==> src/rtl/mc_rfr_sched.sv <==
// SDRAM refresh scheduler: divides clk into refresh intervals, counts owed
// refresh rounds and hands them to the main sequencer one round at a time.
module mc_rfr_sched #(
  parameter int PS_W   = 8,
  parameter int INT_W  = 4,
  parameter int PEND_W = 3
) (
  input  logic              clk,
  input  logic              rst,
  input  logic              init_done,
  input  logic [PS_W-1:0]   rfr_ps_val,
  input  logic [INT_W-1:0]  rfr_int,
  input  logic [2:0]        rfr_burst,
  input  logic [7:0]        cs_sdram,
  input  logic              rfr_ack,
  input  logic              ovf_clr,
  output logic              rfr_req,
  output logic [7:0]        cs_need_rfr,
  output logic [PEND_W-1:0] rfr_pend,
  output logic              rfr_ovf
);

  typedef enum logic {
    IDLE = 1'b0,
    REQ  = 1'b1
  } state_e;

  localparam logic [PEND_W-1:0] PEND_MAX = '1;

  state_e            state_q, state_d;
  logic [PS_W-1:0]   ps_cnt_q, ps_cnt_d;
  logic [INT_W-1:0]  int_cnt_q, int_cnt_d;
  logic [PEND_W-1:0] pend_q, pend_d;
  logic              ovf_q, ovf_d;
  logic [2:0]        bcnt_q, bcnt_d;
  logic [7:0]        cs_need_q, cs_need_d;

  logic tick;
  logic expiry;
  logic rfr_due;
  logic round_done;
  logic ovf_set;

  // Interval timing and owed-round bookkeeping.
  // NOTE: every always_comb output gets a default assignment first so no
  // path can leave it unassigned and infer a latch.
  always_comb begin
    tick       = (ps_cnt_q == '0);
    expiry     = tick && (int_cnt_q == '0);
    rfr_due    = expiry && (cs_sdram != 8'h00);
    round_done = (state_q == REQ) && rfr_ack && (bcnt_q == 3'd0);

    ps_cnt_d  = tick ? rfr_ps_val : ps_cnt_q - 1'b1;
    int_cnt_d = int_cnt_q;
    if (expiry) begin
      int_cnt_d = rfr_int;
    end else if (tick) begin
      int_cnt_d = int_cnt_q - 1'b1;
    end

    pend_d  = pend_q;
    ovf_set = 1'b0;
    if (rfr_due && !round_done) begin
      if (pend_q == PEND_MAX) begin
        ovf_set = 1'b1;
      end else begin
        pend_d = pend_q + 1'b1;
      end
    end else if (round_done && !rfr_due) begin
      pend_d = pend_q - 1'b1;
    end

    if (!init_done) begin
      ps_cnt_d  = rfr_ps_val;
      int_cnt_d = rfr_int;
      pend_d    = '0;
      ovf_set   = 1'b0;
    end

    // A lost expiry takes priority over a clear in the same cycle.
    ovf_d = ovf_set || (ovf_q && !ovf_clr);
  end

  always_comb begin
    state_d = state_q;
    unique case (state_q)
      IDLE:    if (pend_q != '0) state_d = REQ;
      REQ:     if (round_done)   state_d = IDLE;
      default: state_d = IDLE;
    endcase
    if (!init_done) begin
      state_d = IDLE;
    end
  end

  // Round-scoped registers: chip-select mask and remaining burst commands.
  always_comb begin
    cs_need_d = cs_need_q;
    bcnt_d    = bcnt_q;
    unique case (state_q)
      IDLE: begin
        if (pend_q != '0) begin
          cs_need_d = cs_sdram;
          bcnt_d    = rfr_burst;
        end
      end
      REQ: begin
        if (rfr_ack) begin
          if (bcnt_q != 3'd0) begin
            bcnt_d = bcnt_q - 3'd1;
          end else begin
            cs_need_d = 8'h00;
          end
        end
      end
      default: begin
        cs_need_d = 8'h00;
        bcnt_d    = 3'd0;
      end
    endcase
    if (!init_done) begin
      cs_need_d = 8'h00;
      bcnt_d    = 3'd0;
    end
  end

  // NOTE: sequential state uses non-blocking assignments so every flop
  // samples the pre-edge values of its neighbours.
  always_ff @(posedge clk) begin
    if (rst) begin
      state_q <= IDLE;
    end else begin
      state_q <= state_d;
    end
  end

  always_ff @(posedge clk) begin
    if (rst) begin
      ps_cnt_q  <= rfr_ps_val;
      int_cnt_q <= rfr_int;
      pend_q    <= '0;
      ovf_q     <= 1'b0;
      bcnt_q    <= 3'd0;
      cs_need_q <= 8'h00;
    end else begin
      ps_cnt_q  <= ps_cnt_d;
      int_cnt_q <= int_cnt_d;
      pend_q    <= pend_d;
      ovf_q     <= ovf_d;
      bcnt_q    <= bcnt_d;
      cs_need_q <= cs_need_d;
    end
  end

  assign rfr_req     = (state_q == REQ);
  assign cs_need_rfr = cs_need_q;
  assign rfr_pend    = pend_q;
  assign rfr_ovf     = ovf_q;

endmodule

==> config.mk <==
export PLATFORM = sky130hd
export DESIGN_NAME = mc_rfr_sched
export DESIGN_NICKNAME = d
export VERILOG_FILES = /design/src/rtl/mc_rfr_sched.sv
export SDC_FILE = /design/constraint.sdc
export NUM_CORES = 1
export LEC_CHECK = 0
export ABC_AREA = 1
export CAP_MARGIN = 20
export CORE_MARGIN = 2
export CORE_UTILIZATION = 42
export DETAILED_ROUTE_END_ITERATION = 10
export PLACE_DENSITY_LB_ADDON = 0.25
export SLEW_MARGIN = 5
export SYNTH_ARGS = -nofsm -noshare
export SYNTH_HDL_FRONTEND = slang
export SYNTH_SLANG_ARGS = --single-unit
==> constraint.sdc <==
create_clock -name clk -period 1.75 [get_ports clk]
set_input_delay 0.2625 -clock clk [delete_from_list [all_inputs] [get_ports clk]]
set_output_delay 0.2625 -clock clk [all_outputs]
set_load 0.01 [all_outputs]
**Word level (Yosys, flattened, before mapping)**

Cells that the tools add are included.

- Add/subtract/negate cells: 5
- Eq/ne operators: 7
- Mux-type cells: 24
- Bitwise operators: 2
- Reductions and logical operators: 22

Operator list:

| kind | count |
|---|---|
| $mux W8 | 6 |
| $mux W3 | 6 |
| $mux W4 | 4 |
| $pmux W8 S2 | 1 |
| $logic_not A8 Y1 | 1 |
| $ne A2 B2 Y1 const B | 4 |
| $reduce_bool A8 Y1 | 1 |
| $sub A8 B1 Y8 const B | 1 |
| $logic_and A1 B1 Y1 | 7 |
| $pmux W3 S2 | 1 |
| $reduce_and A3 Y1 | 2 |
| $reduce_bool A3 Y1 | 2 |
| $sub A3 B1 Y3 const B | 2 |
| $mux W1 | 5 |
| $logic_not A4 Y1 | 1 |
| $ne A4 B2 Y1 const B | 1 |
| $sub A4 B1 Y4 const B | 1 |
| $add A3 B1 Y3 const B | 1 |
| $eq A3 B3 Y1 const B | 1 |
| $logic_not A1 Y1 | 3 |
| $logic_not A3 Y1 | 1 |
| $ne A2 B1 Y1 const B | 1 |
| $not A1 Y1 | 2 |
| $pmux W1 S2 | 1 |
| other kinds (4) | 4 |

- Bits in registers: 28
- Bits of input ports: 28
- Output and inout port bits: 13
- Logic and storage cells: 67

**Longest topological paths before layout**

- Depth after elaboration: 7
- Gate-level depth with buffers: 12
- Gate-level depth less buffers: 12

**Worst setup path after synthesis**

No wires, ideal clock.

- Path type: reg2reg
- From: register int_cnt_q[0]
- To: register pend_q[2], in the netlist rfr_pend[2]
- Library setup time: 115 ps
- Data arrival time: 1754 ps
- Required time: 1635 ps
- Path slack: -119 ps
- Cell stages (with the launch flop): 12
- Path buffers: 0
- Clock period less this slack: 1869 ps
- Cells stage by stage: edfxtp_1 inv_1 ha_1 nor3b_1 nand4_1 fa_1 inv_1 nand2_1 nand2_1 nand3_1 nand2_1 nor2_1

- Word-level cells in the longest chain between the ends: 7
- Elaborated cells on any way between the ends: 10
- Those cells by class: eq/ne (1); mux (1); reduce/logical (8)

Ends and longest elaborated chain:

| what | line | source |
|---|---|---|
| start, declared | 32 | `logic [INT_W-1:0] int_cnt_q, int_cnt_d;` |
| start signal, assigned | 140 | `int_cnt_q <= rfr_int;` |
| start signal, assigned | 147 | `int_cnt_q <= int_cnt_d;` |
| $logic_not A4 Y1 * | 49 | `expiry = tick && (int_cnt_q == '0);` |
| $logic_and A1 B1 Y1 * | 49 |  |
| $logic_and A1 B1 Y1 * | 50 | `rfr_due = expiry && (cs_sdram != 8'h00);` |
| $logic_not A1 Y1 | 69 | `end else if (round_done && !rfr_due) begin` |
| $logic_and A1 B1 Y1 | 69 |  |
| $reduce_bool A2 Y1 (no line) | - |  |
| $reduce_and A2 Y1 (no line) | - |  |
| end signal, assigned | 148 | `pend_q <= pend_d;` |
| end, declared | 33 | `logic [PEND_W-1:0] pend_q, pend_d;` |

Mark *: on every way between the ends. The rest lies on a longest branch, timed or not.
A chain may end at the register's enable or synchronous reset.

**Final worst setup path**

- From: register int_cnt_q[1]
- To: register pend_q[2], in the netlist rfr_pend[2]

Same word-level chain as after synthesis.

==> summary.txt <==
STA
  • Slew Viols, Final: 0
  • Final hold vios: 0
  • Worst hold slack: 0.4512 ns
  • Share of the clock period used by the worst path: 109.6%
  • Worst-margin pin slew: 0.3558 ns
  • Setup ws final: -0.1672 ns
  • Clock skew: about 0.0063 ns
  • Rel. slew slack: 76.25%
  • Unrepaired setup endpoints after global routing: true
  • Final min period: 1.917 ns
  • Setup Viol. Count Final: 2
  • FMAX: 521.6 MHz

Floorplanning
  • Row count: 21
  • I/O pins: 41
  • Die X: 62.30 µm
  • Die height: 62.30 µm
  • Core area: 3311 µm²
  • Die footprint: 3881 µm²
  • Initial Util: a little over two fifths

Finish
  • Share of post-route cells with drive strength above 1: between 10% and 20%
  • Multi-input combinational cell area: 804.5 µm²
  • Ant diodes: 0
  • Final nets: 280
  • Sequential Area: 600.6 µm²
  • Fillcell total: 313
  • Post-route cell area: approximately 2100 µm²
  • Area grow syn2layout: 47.06%

Clock network
  • Clock Path Buffers: 2
  • Clock Pin Slew Worst Setup and Hold Paths: 0.15 ns
  • CTS tree: built
  • Worst skew pair latency: 0.33 ns
  • H-Tree Level Count: 1
  • Clk sink count: 28
  • Clk root buf: clkbuf_4
  • Num CTS Buffers: 3

Drt
  • DR vias/cell: 4.793
  • Via count: between 1000 and 1500
  • Pre-Repair DR Iteration Count: 4
  • Initial DRC Count: 41
  • Antenna viol nets, final: 0
  • Wire per inst: 11.10 µm
  • Drc violations: 0
  • Routed Wire Length: 3219 µm

Critical path
  • Critical Path Sink Type: register
  • CP max FO: 2
  • WS Path Type: register to register
  • Critical Path RT: 1.99 ns
  • Crit path DAT: about 2.2 ns
  • Crit path launch type: register

Place
  • Final HPWL DP: about 2400 µm
  • PortBufs: 40
  • GP Congestion: just over 0.8
  • Placed cell areas: approximately 2000 µm²

Global routing
  • Total grt overflow: 0
  • Largest net degree at the start of global routing: 16
  • First-pass GRT wire length: 5671 µm
  • Antenna violations before repair: 0
  • Number of global-route vias before repair: 1371
  • Global Route Usage Sum: 17.55%

Synth
  • Yosys reg bits: 28
  • Yosys warns: 0
  • Syn Inst Count: 185
  • Post-Syn Nets: 220
  • Mapped Area: ~1400 µm²
  • Distinct cells, synth: 28
  • Syn Area/Cell: 7.717 µm²
  • Synth top area share: 33.65%
  • Largest area contributor in the netlist: dfxtp_1
  • Sequential-to-total area share from yosys stat: 42.07%
  • Synth area leaders: dfxtp_1 (34%), edfxtp_1 (8.4%), nand2_1 (8.4%), o21ai_0 (7.4%), a21oi_1 (6.0%)

Pwr
  • Power per cell area: 573.4 nW/µm²
  • Lkg Pwr: 0.8380 nW
  • Peak supply drop: roughly 0.4 mV

Outcome
  • Failing checks: setup timing
  • Outcome: complete, but fails checks

Job
  • Max Cap Viol: 0

Hold path
  • Worst hold path type: primary input to register
==> synthesized netlist by cell type <==
cell / instances
mux2i_1: 1
inv_2: 2
or3b_2: 1
nand4_1: 1
nand3_2: 1
inv_1: 20
clkbuf_1: 1
o31ai_1: 1
fa_1: 1
a31oi_1: 1
o21ai_0: 21
edfxtp_1: 4
a21oi_1: 17
nor2_2: 4
nor3b_1: 1
xnor2_1: 5
nand2_1: 32
xor2_1: 3
ha_1: 6
nor3_1: 2
o21ai_2: 1
nor2_1: 21
nand2_2: 2
dfxtp_1: 24
clkbuf_2: 1
nand3_1: 9
nor2_4: 1
nand4_2: 1
==> cell type report <==
cell class / instances / area share [%]
multi-input cells: 133 / 38.32
flip-flops and latches: 28 / 28.61
repair buffers: 57 / 25.15
inverters: 22 / 3.933
well taps: 46 / 2.741
clock buffers: 4 / 1.251
==> worst max-delay path: stages, from the launching register on <==
cell      delay, ns
edfxtp_1       0.45
inv_2          0.10
ha_4           0.11
nor3b_4        0.21
nand4_1        0.19
fa_2           0.42
inv_2          0.07
nand2_2        0.05
nand2_2        0.08
nand3_2        0.06
nand2_1        0.07
nor2_1         0.04
==> state kept, by name, summed over array words and instances (netlist names) <==
| signal | count |
|---|---|
| bcnt_q | 3 |
| cs_need_rfr | 8 |
| int_cnt_q | 4 |
| ps_cnt_q | 8 |
| rfr_ovf | 1 |
| rfr_pend | 3 |
| rfr_req | 1 |
==> power breakdown <==
part | total, mW | switching [mW] | internal, mW
sequential | 0.708 | 0.0246 | 0.684
combinational | 0.215 | 0.0855 | 0.129
clock | 0.281 | 0.191 | 0.0893
==> through the flow <==
step / total power, mW / setup TNS [ns] / instances / worst slack [ns] / util, %
CTS: 1.199 / -0.1167 / 288 / -0.07532 / 61.11
global placement: 0.9203 / -0.2255 / 284 / -0.1194 / 60.32
finish: 1.204 / -0.2766 / 290 / -0.1672 / 63.42
global route: 1.279 / -0.4857 / 290 / -0.2542 / 63.42
detailed placement: 0.9229 / -0.2547 / 284 / -0.1445 / 60.32
floorplan: 0.8093 / 0 / 185 / 0.02588 / -
==> cells by family (layout without fill, tap and decap cells) <==
group           count (synthesis)  after routing  synth area share [%]
simple gates                   76             76                 24.37
compound gates                 41             41                 14.90
flops                          28             28                 42.07
buf+inv                        24             83                 6.397
xor+xnor                        8              8                 4.908
fa+ha+maj                       7              7                 6.661
mux                             1              1                0.7012
==> worst paths after layout <==
path | startpoint | to | slack [ns] | depth (start not counted)
worst max-delay path | int_cnt_q[1] | rfr_pend[2] | -0.17 | 11
worst max register to register | int_cnt_q[1] | rfr_pend[2] | -0.17 | 11
worst min register to register | ps_cnt_q[0] | ps_cnt_q[0] | 0.47 | 1
worst min-delay path | rfr_ps_val[3] | ps_cnt_q[3] | 0.45 | 3
==> cell usage in the layout, fill, tap and decap left out <==
cell type / count
buf_4: 17
nor2_1: 21
nand4_1: 1
mux2i_1: 1
nor2_4: 2
nand3_2: 2
nor3_1: 2
xnor2_1: 5
a21oi_2: 2
nand2_2: 4
inv_2: 5
clkdlybuf4s50_1: 40
nand2_4: 1
nand4_2: 1
or3b_2: 1
edfxtp_1: 4
nand2_1: 29
o31ai_1: 1
fa_2: 1
o21ai_0: 21
dfxtp_1: 24
clkbuf_4: 3
o21ai_2: 1
ha_1: 5
xor2_1: 3
ha_4: 1
nor3b_4: 1
a31oi_1: 1
nand3_4: 1
a21oi_1: 15
nor2_2: 3
nand3_1: 7
inv_1: 17
clkbuf_1: 1
==> layer usage <==
layer / wire [µm] / GRT usage (%)
met1: 1457 / 22.21
met2: 1596 / 30.84
met3: 137 / 2.174
met4: 27 / 6.111
met5: 0 / 0
==> timing repair <==
action	4_1_cts	5_1_grt
setup endpoints to repair	3	4
hold buffers	0	0
resized for setup	0	16
pin swaps	0	4
buffers inserted	0	2
Power figures use the tool's default switching activity.
